===== src/rtl/decode_queue_stage_if.sv =====
// Fetch-to-issue bus for the decode queue stage.
// Fetch push signals (in_*) and the decoded head entry (out_*) seen by issue.
interface decode_queue_stage_if #(
    parameter int OP_W = 6
);
    logic            in_valid;
    logic [31:0]     in_inst;
    logic [31:0]     in_pc;
    logic            in_ready;
    logic            out_valid;
    logic            out_ready;
    logic [31:0]     out_pc;
    logic [OP_W-1:0] out_op;
    logic [4:0]      out_rd;
    logic [4:0]      out_rs1;
    logic [4:0]      out_rs2;
    logic [31:0]     out_imm;
    logic            out_use_imm;
    logic            out_branch;
    logic            out_ls;
    logic            out_jalr;
    logic            out_illegal;

    modport master (
        output in_valid, in_inst, in_pc, out_ready,
        input  in_ready, out_valid, out_pc, out_op, out_rd, out_rs1, out_rs2,
               out_imm, out_use_imm, out_branch, out_ls, out_jalr, out_illegal
    );

    modport slave (
        input  in_valid, in_inst, in_pc, out_ready,
        output in_ready, out_valid, out_pc, out_op, out_rd, out_rs1, out_rs2,
               out_imm, out_use_imm, out_branch, out_ls, out_jalr, out_illegal
    );
endinterface


===== src/rtl/decode_queue_stage.sv =====
// RV32I(+M) decode stage: instructions are decoded on push and held in a small
// FIFO of decoded entries; the oldest entry is presented to issue.
module decode_queue_stage #(
    parameter int DEPTH    = 4,
    parameter bit ENABLE_M = 1'b0,
    parameter int OP_W     = 6
) (
    input  logic                   clk_in,
    input  logic                   rst_in,
    input  logic                   flush_in,
    decode_queue_stage_if.slave    bus,
    output logic [$clog2(DEPTH):0] count
);
    localparam int PTR_W = $clog2(DEPTH);
    localparam int CNT_W = PTR_W + 1;

    localparam logic [OP_W-1:0] OP_NOP  = OP_W'(0),  OP_ADD  = OP_W'(1),  OP_SUB  = OP_W'(2);
    localparam logic [OP_W-1:0] OP_SLL  = OP_W'(3),  OP_SLT  = OP_W'(4),  OP_SLTU = OP_W'(5);
    localparam logic [OP_W-1:0] OP_XOR  = OP_W'(6),  OP_SRL  = OP_W'(7),  OP_SRA  = OP_W'(8);
    localparam logic [OP_W-1:0] OP_OR   = OP_W'(9),  OP_AND  = OP_W'(10), OP_LB   = OP_W'(11);
    localparam logic [OP_W-1:0] OP_LH   = OP_W'(12), OP_LW   = OP_W'(13), OP_LBU  = OP_W'(14);
    localparam logic [OP_W-1:0] OP_LHU  = OP_W'(15), OP_SB   = OP_W'(16), OP_SH   = OP_W'(17);
    localparam logic [OP_W-1:0] OP_SW   = OP_W'(18), OP_BEQ  = OP_W'(19), OP_BNE  = OP_W'(20);
    localparam logic [OP_W-1:0] OP_BLT  = OP_W'(21), OP_BGE  = OP_W'(22), OP_BLTU = OP_W'(23);
    localparam logic [OP_W-1:0] OP_BGEU = OP_W'(24), OP_JAL  = OP_W'(25), OP_JALR = OP_W'(26);
    localparam logic [OP_W-1:0] OP_AUIPC = OP_W'(27), OP_LUI = OP_W'(28), OP_MUL  = OP_W'(29);

    localparam logic [6:0] OPC_BIN = 7'b0110011, OPC_IMM = 7'b0010011, OPC_LD  = 7'b0000011;
    localparam logic [6:0] OPC_ST  = 7'b0100011, OPC_BR  = 7'b1100011, OPC_JAL = 7'b1101111;
    localparam logic [6:0] OPC_JALR = 7'b1100111, OPC_LUI = 7'b0110111, OPC_AUIPC = 7'b0010111;

    typedef struct packed {
        logic [31:0]     pc;
        logic [OP_W-1:0] op;
        logic [4:0]      rd;
        logic [4:0]      rs1;
        logic [4:0]      rs2;
        logic [31:0]     imm;
        logic            use_imm;
        logic            branch;
        logic            ls;
        logic            jalr;
        logic            illegal;
    } entry_t;

    function automatic logic [OP_W-1:0] alu_op(input logic [2:0] f3, input logic alt);
        case (f3)
            3'd0:    alu_op = alt ? OP_SUB : OP_ADD;
            3'd1:    alu_op = OP_SLL;
            3'd2:    alu_op = OP_SLT;
            3'd3:    alu_op = OP_SLTU;
            3'd4:    alu_op = OP_XOR;
            3'd5:    alu_op = alt ? OP_SRA : OP_SRL;
            3'd6:    alu_op = OP_OR;
            default: alu_op = OP_AND;
        endcase
    endfunction

    logic [31:0] w_inst;
    logic [6:0]  w_opc;
    logic [6:0]  w_f7;
    logic [2:0]  w_f3;
    logic [31:0] w_imm_i, w_imm_s, w_imm_b, w_imm_j, w_imm_u, w_shamt;
    entry_t      w_dec;
    logic        w_bad;

    assign w_inst  = bus.in_inst;
    assign w_opc   = w_inst[6:0];
    assign w_f3    = w_inst[14:12];
    assign w_f7    = w_inst[31:25];
    assign w_imm_i = {{20{w_inst[31]}}, w_inst[31:20]};
    assign w_imm_s = {{20{w_inst[31]}}, w_inst[31:25], w_inst[11:7]};
    assign w_imm_b = {{19{w_inst[31]}}, w_inst[31], w_inst[7], w_inst[30:25], w_inst[11:8], 1'b0};
    assign w_imm_j = {{11{w_inst[31]}}, w_inst[31], w_inst[19:12], w_inst[20], w_inst[30:21], 1'b0};
    assign w_imm_u = {w_inst[31:12], 12'd0};
    assign w_shamt = {27'd0, w_inst[24:20]};

    always_comb begin
        // NOTE: every field gets a default before the case so no path leaves a latch.
        w_dec    = '0;
        w_bad    = 1'b0;
        w_dec.pc = bus.in_pc;
        case (w_opc)
            OPC_BIN: begin
                w_dec.rd  = w_inst[11:7];
                w_dec.rs1 = w_inst[19:15];
                w_dec.rs2 = w_inst[24:20];
                if (w_f7 == 7'b0000000)
                    w_dec.op = alu_op(w_f3, 1'b0);
                else if (w_f7 == 7'b0100000 && (w_f3 == 3'd0 || w_f3 == 3'd5))
                    w_dec.op = alu_op(w_f3, 1'b1);
                else if (ENABLE_M && w_f7 == 7'b0000001)
                    w_dec.op = OP_MUL + OP_W'(w_f3);
                else
                    w_bad = 1'b1;
            end
            OPC_IMM: begin
                w_dec.rd      = w_inst[11:7];
                w_dec.rs1     = w_inst[19:15];
                w_dec.use_imm = 1'b1;
                w_dec.op      = alu_op(w_f3, 1'b0);
                w_dec.imm     = w_imm_i;
                if (w_f3 == 3'd1) begin
                    w_dec.imm = w_shamt;
                    w_bad     = (w_f7 != 7'b0000000);
                end else if (w_f3 == 3'd5) begin
                    w_dec.imm = w_shamt;
                    w_dec.op  = alu_op(w_f3, w_f7[5]);
                    w_bad     = (w_f7 != 7'b0000000) && (w_f7 != 7'b0100000);
                end
            end
            OPC_LD: begin
                w_dec.rd      = w_inst[11:7];
                w_dec.rs1     = w_inst[19:15];
                w_dec.imm     = w_imm_i;
                w_dec.use_imm = 1'b1;
                w_dec.ls      = 1'b1;
                case (w_f3)
                    3'd0:    w_dec.op = OP_LB;
                    3'd1:    w_dec.op = OP_LH;
                    3'd2:    w_dec.op = OP_LW;
                    3'd4:    w_dec.op = OP_LBU;
                    3'd5:    w_dec.op = OP_LHU;
                    default: w_bad = 1'b1;
                endcase
            end
            OPC_ST: begin
                w_dec.rs1     = w_inst[19:15];
                w_dec.rs2     = w_inst[24:20];
                w_dec.imm     = w_imm_s;
                w_dec.use_imm = 1'b1;
                w_dec.ls      = 1'b1;
                case (w_f3)
                    3'd0:    w_dec.op = OP_SB;
                    3'd1:    w_dec.op = OP_SH;
                    3'd2:    w_dec.op = OP_SW;
                    default: w_bad = 1'b1;
                endcase
            end
            OPC_BR: begin
                w_dec.rs1    = w_inst[19:15];
                w_dec.rs2    = w_inst[24:20];
                w_dec.imm    = w_imm_b;
                w_dec.branch = 1'b1;
                case (w_f3)
                    3'd0:    w_dec.op = OP_BEQ;
                    3'd1:    w_dec.op = OP_BNE;
                    3'd4:    w_dec.op = OP_BLT;
                    3'd5:    w_dec.op = OP_BGE;
                    3'd6:    w_dec.op = OP_BLTU;
                    3'd7:    w_dec.op = OP_BGEU;
                    default: w_bad = 1'b1;
                endcase
            end
            OPC_JAL: begin
                w_dec.rd      = w_inst[11:7];
                w_dec.imm     = w_imm_j;
                w_dec.use_imm = 1'b1;
                w_dec.branch  = 1'b1;
                w_dec.op      = OP_JAL;
            end
            OPC_JALR: begin
                w_dec.rd      = w_inst[11:7];
                w_dec.rs1     = w_inst[19:15];
                w_dec.imm     = w_imm_i;
                w_dec.use_imm = 1'b1;
                w_dec.jalr    = 1'b1;
                w_dec.op      = OP_JALR;
                w_bad         = (w_f3 != 3'd0);
            end
            OPC_LUI, OPC_AUIPC: begin
                w_dec.rd      = w_inst[11:7];
                w_dec.imm     = w_imm_u;
                w_dec.use_imm = 1'b1;
                w_dec.op      = (w_opc == OPC_LUI) ? OP_LUI : OP_AUIPC;
            end
            default: w_bad = 1'b1;
        endcase
        // Illegal entries keep only their pc so issue can still report the fault address.
        if (w_bad) begin
            w_dec         = '0;
            w_dec.pc      = bus.in_pc;
            w_dec.op      = OP_NOP;
            w_dec.illegal = 1'b1;
        end
    end

    logic [PTR_W-1:0] r_head, r_tail;
    logic [CNT_W-1:0] r_count;
    logic [DEPTH-1:0] r_valid;
    entry_t           r_mem [DEPTH];
    entry_t           w_head;
    logic             w_in_ready, w_out_valid, w_push, w_pop;

    assign w_in_ready  = (r_count < CNT_W'(DEPTH)) & ~rst_in;
    assign w_out_valid = r_valid[r_head] & ~rst_in;
    assign w_push      = bus.in_valid & w_in_ready & ~flush_in;
    assign w_pop       = w_out_valid & bus.out_ready & ~flush_in;

    always_ff @(posedge clk_in) begin
        // NOTE: sequential state uses <= so all registers update from pre-edge values.
        if (rst_in || flush_in) begin
            r_head  <= '0;
            r_tail  <= '0;
            r_count <= '0;
            r_valid <= '0;
        end else begin
            if (w_push) begin
                r_valid[r_tail] <= 1'b1;
                r_tail          <= r_tail + PTR_W'(1);
            end
            if (w_pop) begin
                r_valid[r_head] <= 1'b0;
                r_head          <= r_head + PTR_W'(1);
            end
            if (w_push && !w_pop)
                r_count <= r_count + CNT_W'(1);
            else if (w_pop && !w_push)
                r_count <= r_count - CNT_W'(1);
        end
    end

    // NOTE: payload storage has no reset; the valid bits alone qualify its contents.
    always_ff @(posedge clk_in) begin
        if (w_push)
            r_mem[r_tail] <= w_dec;
    end

    assign w_head          = rst_in ? '0 : r_mem[r_head];
    assign count           = r_count;
    assign bus.in_ready    = w_in_ready;
    assign bus.out_valid   = w_out_valid;
    assign bus.out_pc      = w_head.pc;
    assign bus.out_op      = w_head.op;
    assign bus.out_rd      = w_head.rd;
    assign bus.out_rs1     = w_head.rs1;
    assign bus.out_rs2     = w_head.rs2;
    assign bus.out_imm     = w_head.imm;
    assign bus.out_use_imm = w_head.use_imm;
    assign bus.out_branch  = w_head.branch;
    assign bus.out_ls      = w_head.ls;
    assign bus.out_jalr    = w_head.jalr;
    assign bus.out_illegal = w_head.illegal;
endmodule

===== src/flat_wrapper.sv =====
// flat-port wrapper written by rule: the top's interface ports become plain ports
module decode_queue_stage_flat 
#(
    parameter int DEPTH    = 4,
    parameter bit ENABLE_M = 1'b0,
    parameter int OP_W     = 6
)
  (clk_in, rst_in, flush_in, count, bus_in_valid, bus_in_inst, bus_in_pc, bus_out_ready, bus_in_ready, bus_out_valid, bus_out_pc, bus_out_op, bus_out_rd, bus_out_rs1, bus_out_rs2, bus_out_imm, bus_out_use_imm, bus_out_branch, bus_out_ls, bus_out_jalr, bus_out_illegal);
  decode_queue_stage_if #(.OP_W(OP_W)) bus_i ();
  input  logic clk_in;
  input  logic rst_in;
  input  logic flush_in;
  output logic [$clog2(DEPTH):0] count;
  input wire logic [$bits(bus_i.in_valid)-1:0] bus_in_valid;
  input wire logic [$bits(bus_i.in_inst)-1:0] bus_in_inst;
  input wire logic [$bits(bus_i.in_pc)-1:0] bus_in_pc;
  input wire logic [$bits(bus_i.out_ready)-1:0] bus_out_ready;
  output wire logic [$bits(bus_i.in_ready)-1:0] bus_in_ready;
  output wire logic [$bits(bus_i.out_valid)-1:0] bus_out_valid;
  output wire logic [$bits(bus_i.out_pc)-1:0] bus_out_pc;
  output wire logic [$bits(bus_i.out_op)-1:0] bus_out_op;
  output wire logic [$bits(bus_i.out_rd)-1:0] bus_out_rd;
  output wire logic [$bits(bus_i.out_rs1)-1:0] bus_out_rs1;
  output wire logic [$bits(bus_i.out_rs2)-1:0] bus_out_rs2;
  output wire logic [$bits(bus_i.out_imm)-1:0] bus_out_imm;
  output wire logic [$bits(bus_i.out_use_imm)-1:0] bus_out_use_imm;
  output wire logic [$bits(bus_i.out_branch)-1:0] bus_out_branch;
  output wire logic [$bits(bus_i.out_ls)-1:0] bus_out_ls;
  output wire logic [$bits(bus_i.out_jalr)-1:0] bus_out_jalr;
  output wire logic [$bits(bus_i.out_illegal)-1:0] bus_out_illegal;
  assign bus_i.in_valid = bus_in_valid;
  assign bus_i.in_inst = bus_in_inst;
  assign bus_i.in_pc = bus_in_pc;
  assign bus_i.out_ready = bus_out_ready;
  assign bus_in_ready = bus_i.in_ready;
  assign bus_out_valid = bus_i.out_valid;
  assign bus_out_pc = bus_i.out_pc;
  assign bus_out_op = bus_i.out_op;
  assign bus_out_rd = bus_i.out_rd;
  assign bus_out_rs1 = bus_i.out_rs1;
  assign bus_out_rs2 = bus_i.out_rs2;
  assign bus_out_imm = bus_i.out_imm;
  assign bus_out_use_imm = bus_i.out_use_imm;
  assign bus_out_branch = bus_i.out_branch;
  assign bus_out_ls = bus_i.out_ls;
  assign bus_out_jalr = bus_i.out_jalr;
  assign bus_out_illegal = bus_i.out_illegal;
  decode_queue_stage #(.DEPTH(DEPTH), .ENABLE_M(ENABLE_M), .OP_W(OP_W)) u_core (.clk_in(clk_in), .rst_in(rst_in), .flush_in(flush_in), .bus(bus_i), .count(count));
endmodule

===== config.mk =====
export PLATFORM = sky130hd
export DESIGN_NAME = decode_queue_stage_flat
export DESIGN_NICKNAME = d
export VERILOG_FILES = /design/src/rtl/decode_queue_stage_if.sv /design/src/rtl/decode_queue_stage.sv /design/src/flat_wrapper.sv
export SDC_FILE = /design/constraint.sdc
export NUM_CORES = 1
export LEC_CHECK = 0
export BUFFER_PORTS_ARGS = -buffer_cell sky130_fd_sc_hd__buf_2
export CORE_UTILIZATION = 59
export DETAILED_ROUTE_END_ITERATION = 6
export PLACE_DENSITY_LB_ADDON = 0.12
export SLEW_MARGIN = 25
export SYNTH_ARGS = -nofsm -noshare
export SYNTH_HDL_FRONTEND = slang
export SYNTH_SLANG_ARGS = --single-unit

===== constraint.sdc =====
create_clock -name clk_in -period 4.31 [get_ports clk_in]
set_input_delay 0.431 -clock clk_in [delete_from_list [all_inputs] [get_ports clk_in]]
set_output_delay 0.431 -clock clk_in [all_outputs]
set_load 0.01 [all_outputs]

==> results.ini, run 1 <==
[status]
outcome = finished clean

[drt]
via_per_inst = 6.05
wl_per_cell_um = 22.6
first_pass_iters = 5
drt_iter0_drc = 831
ant_nets = 0
remaining_drc_errors = 0
drt_wl_total_mm = 32.1
routed-via-count = 8564

[timing]
fin_worst_skew_ns = 0.0103
hold_viol_final = 0
slew_headroom = 0.369
setup_viol = 0
fin_crit_ns = 2.90
tightestPinTransition_ns = 0.946
finalCritPeriodShare = 0.674
rsz0062_at_grt = no
max_clock_freq_ghz = 0.344
slew_violations = 0
fin_ws_ns = 1.41
whs_ns = 0.125
tns_ns = 0

[floorplanning]
ioPinCount = 164
die_h_um = 164
fp.coreArea_um2 = 25500
initial_core_util = 0.607
dieArea_um2 = 26900
std_cell_rows = 58
die_w_um = 164

[placed_design]
portBuffers = 162
place.gp.congestion = 0.975
dp_hpwl_mm = 20.2
pre_cts_ws_ns = 1.30
placed_area_um2 = 16600
dp.cells = 1351

[clocking]
cts_hold_buf = 0
cts_buffers = 37
htree_levels = 2
cts.path.max_buffers = 3
cts_resized = 0
cts_tree = built
cts_post_setup_buffers_inserted = 0
clkTransAtPathRegs_ns = 0.06
clkSinkCount = 369
cts-root-buf = clkbuf_16
clk-insertion-delay-late_ns = 0.51

[yosys]
synth-seq-area-share = 0.708
synthAdderAreaFrac = 0.00857
netlist_area_um2 = 15500
synth_top_family_by_area = multiplexers
synthCells = 898
syn-num-nets = 977
postSynthAreaPerCell_um2 = 17.2
synthFlopType = edfxtp_1
synth-xor-area-share = 0.00283
synthSimpleGateAreaFrac = 0.0907
ys_ff_latch = 369
yosysWarnings = 0
synth-compound-area-share = 0.0375
yosys.cell_types.count = 61
synth-edff-count = 356
synthArstFlopShare = 0
synthMuxAreaShare = 0.133

[critical_path]
cp_max_fo = 47
start_kind = flop
end_kind = primary output
worstSetupPathType = flop to primary output
worstPathRequired_ns = 3.88
arrival_ns = 2.47

[pwr]
p_per_area_nw_per_um2 = 406
leakagePower_nw = 6.20
fin_total_pwr_mw = 7.23
vdd_ir_drop_max_v = 0.000322

[cells_and_area]
utilization = 0.698
stdcell_count = 1416
antennaDiodeCount = 0
mostFrequentLayoutCell = edfxtp_1
final_cell_mix = 356 x edfxtp_1, 161 x buf_2, 95 x nor2b_1
fin_nets = 1139
area_growth_syn_to_layout_pct = 15.0
drive_above_1_share = 0.308
design_area_um2 = 17800

[global_route]
grt_usage = 0.248
use_met3 = 0.0404
use_met1 = 0.356
antenna_found_initial = 0
global_route.usage.met2 = 0.396
grt_pass1_vias = 8660
gr-total-overflow = 0
grt_start_max_net_pins = 76
grt_first_pass_wirelength_mm = 49.3
busiest_layer = met2

[min_path]
worstHoldPathType = input port to flop

[job]
max_cap_violations = 0

[cell usage after synthesis, types with 3 or more instances]
cell	instances	share of area
edfxtp_1	356	0.69
nor2b_1	95	0.038
mux4_2	90	0.13
nand2_1	56	0.014
nor2_1	52	0.013
a21oi_1	44	0.014
clkbuf_1	28	0.0068
buf_2	22	0.0071
o21ai_0	15	0.0049
nand3_1	14	0.0045
dfxtp_1	13	0.017
inv_1	13	0.0032
ha_1	9	0.0073
and3_1	6	0.0024
nand2b_1	5	0.0020
nand3b_1	5	0.0024
a22oi_1	4	0.0019
buf_4	4	0.0019
nor3_1	4	0.0013
nor3b_1	4	0.0019
a31oi_1	3	0.0012
nand4_1	3	0.0012
o22ai_1	3	0.0012
xor2_1	3	0.0017
[metal layers]
layer	wire [um]	part of all wire
met1	13600	0.42
met2	15600	0.49
met3	2270	0.071
met4	648	0.020
met5	0	0
[power by group]
part	switching, mW	internal [mW]
clock network	1.23	1.76
registers	0.00859	3.93
logic	0.187	0.114
total	1.42	5.80
[cell type report]
type | instances | area (um2)
well taps | 330 | 413
flip-flops and latches | 369 | 11000
inverters | 13 | 48.8
clock inverters | 20 | 143
multi-input cells | 461 | 4240
repair buffers | 178 | 983
fillers | 1684 | 7690
clock buffers | 45 | 998
[path summary, 6_finish.rpt]
path	start	to	slack [ns]	depth (start not counted)
setup / recovery	flop	bus_out_imm[12]	1.41	4
hold / removal	bus_in_pc[5]	u_core.r_mem[3][63]	0.12	1
setup reg to reg	u_core.r_head[0]	u_core.count[2]	1.67	10
hold reg to reg	u_core.r_valid[2]	u_core.r_valid[2]	0.51	2
[kinds of logic (layout without fill, tap and decap cells)]
kind of cell | after synthesis | count (layout)
flops | 369 | 369
fa+ha+maj | 10 | 10
xor+xnor | 5 | 5
simple gates | 261 | 261
buf+inv | 68 | 256
mux | 93 | 93
other cells | 1 | 1
compound gates | 91 | 91
[sequential cells by signal (all words and copies together) (netlist names), named ones only]
signal,count
u_core.count,3
u_core.r_head,2
u_core.r_mem,356
u_core.r_tail,2
u_core.r_valid,4
[critical path, cell delays in order, from the launching register on]
cell,delay (ns)
dfxtp_4,0.85
buf_4,0.39
mux4_2,0.34
nor2b_1,0.16
buf_2,0.19
(Power assumes the default switching activity.)
==> inputs of run 2 (changes only) <==
--- a/config.mk
+++ b/config.mk
@@ -6,7 +6,7 @@
 export NUM_CORES = 1
 export LEC_CHECK = 0
 export BUFFER_PORTS_ARGS = -buffer_cell sky130_fd_sc_hd__buf_2
-export CORE_UTILIZATION = 59
+export CORE_UTILIZATION = 53
 export DETAILED_ROUTE_END_ITERATION = 6
 export PLACE_DENSITY_LB_ADDON = 0.12
 export SLEW_MARGIN = 25
==> constraint.sdc (replaced) <==
create_clock -name clk_in -period 2.65 [get_ports clk_in]
set_input_delay 0.265 -clock clk_in [delete_from_list [all_inputs] [get_ports clk_in]]
set_output_delay 0.265 -clock clk_in [all_outputs]
set_load 0.01 [all_outputs]
==> results.ini, run 2 (synthesis gave the netlist of run 1 again) <==
[timing]
finalCritPeriodShare = 0.931
tns_ns = 0
slew_headroom = 0.633
fin_crit_ns = 2.47
tightestPinTransition_ns = 0.549
fin_worst_skew_ns = 0.0103
rsz0062_at_grt = no
hold_viol_final = 0
slew_violations = 0
setup_viol = 0
max_clock_freq_ghz = 0.405
whs_ns = 0.133

[clocking]
clkSinkCount = 369
clk-insertion-delay-late_ns = 0.52
htree_levels = 2
cts-root-buf = clkbuf_16
cts.path.max_buffers = 3
cts_tree = built
cts_buffers = 39
clkTransAtPathRegs_ns = 0.06

[floorplanning]
fp.coreArea_um2 = 28700
dieArea_um2 = 29900
ioPinCount = 164
die_h_um = 173
std_cell_rows = 62
die_w_um = 173
initial_core_util = 0.539

[global_route]
grt_usage = 0.221
gr-total-overflow = 0
antenna_found_initial = 0
grt_first_pass_wirelength_mm = 50.7
grt_pass1_vias = 8927
grt_start_max_net_pins = 91

[pwr]
leakagePower_nw = 6.59
fin_total_pwr_mw = 11.8
vdd_ir_drop_max_v = 0.000398
p_per_area_nw_per_um2 = 634

[critical_path]
r2r-end = u_core.count[2]
r2r_cells = 10
worstSetupPathType = flop to flop
timing.rr.start = u_core.r_head[0]
worstPathRequired_ns = 3.10
cp_max_fo = 5
arrival_ns = 2.92
r2r_slack_ns = 0.18
end_kind = flop
start_kind = flop

[drt]
ant_nets = 0
first_pass_iters = 7
remaining_drc_errors = 1
wl_per_cell_um = 21.1
routed-via-count = 8811
via_per_inst = 5.70
drt_iter0_drc = 699
drt_wl_total_mm = 32.6

[job]
max_cap_violations = 0

[cells_and_area]
stdcell_count = 1547
fin_nets = 1213
mostFrequentLayoutCell = edfxtp_1
final_cell_mix = 356 x edfxtp_1, 161 x buf_2, 95 x nor2b_1
area_growth_syn_to_layout_pct = 20.4
antennaDiodeCount = 0
largest_reg_flops = 356
drive_above_1_share = 0.327
regMostFlops = u_core.r_mem

[status]
outcome = finished with violations
violations = DRC

[placed_design]
place.gp.congestion = 0.950
portBuffers = 162
dp.cells = 1440
dp_hpwl_mm = 20.7

[min_path]
worstHoldPathType = input port to flop
min_delay_path_depth = 3
hp-start = flush_in

==> run 2: stage by stage <==
| stage | utilization | setup slack, ns | cell area, um2 |
|---|---|---|---|
| after floorplan | - | 0.248 | 15500 |
| after global placement | 0.597 | 0.172 | 17100 |
| after detailed placement | 0.597 | 0.140 | 17100 |
| after CTS | 0.648 | 0.00381 | 18600 |
| after global routing | 0.649 | 0.0167 | 18600 |
| final | 0.649 | 0.183 | 18600 |
==> run 2: how the worst max path moves through the flow <==
stage	startpoint	to	slack (ns)	cells past startpoint
global placement	u_core.r_head[0]	u_core.count[2]	0.17	10
finish	u_core.r_head[0]	u_core.count[2]	0.18	10
detailed placement	u_core.r_head[0]	u_core.count[2]	0.14	10
global route	u_core.r_head[0]	u_core.count[2]	0.02	10
CTS	flop	bus_out_pc[0]	0.004	4
floorplan	u_core.r_head[0]	u_core.count[2]	0.25	10
==> run 2: per-layer routing <==
metal	global-route usage	up-vias	wire length, um
met4	0.0667	0	695
met5	0	-	0
li1	-	3982	-
met3	0.0334	55	1880
met2	0.366	314	16200
met1	0.308	4460	13800
==> run 2: repair_timing <==
action / CTS / global route
gates resized for setup: 0 / 1
hold buffers: 32 / 0
setup endpoints to repair: 0 / 54
endpoints found under the hold margin: 128 / 0
buffers inserted: 0 / 5
==> run 2: worst max-delay path, cell delays in order (launching register included) <==
cell and delay [ns]:
dfxtp_2 0.36, mux4_2 0.50, nand2_1 0.15, nor2_1 0.12
inv_1 0.07, ha_1 0.17, inv_1 0.06, fa_1 0.37
xor2_1 0.17, or3_1 0.30, a21oi_1 0.14
==> run 2: area by class of cell <==
class,instances,area [um2]
flip-flops and latches,369,11000
clock inverters,20,108
multi-input cells,461,4240
repair buffers,250,1750
well taps,384,480
clock buffers,50,1040
fillers,2054,10100
inverters,13,48.8
==> run 2: where the power goes <==
group | internal (mW) | switching (mW) | total (mW)
Sequential | 6.39 | 0.0127 | 6.40
Clock | 2.77 | 2.08 | 4.85
Combinational | 0.240 | 0.319 | 0.559
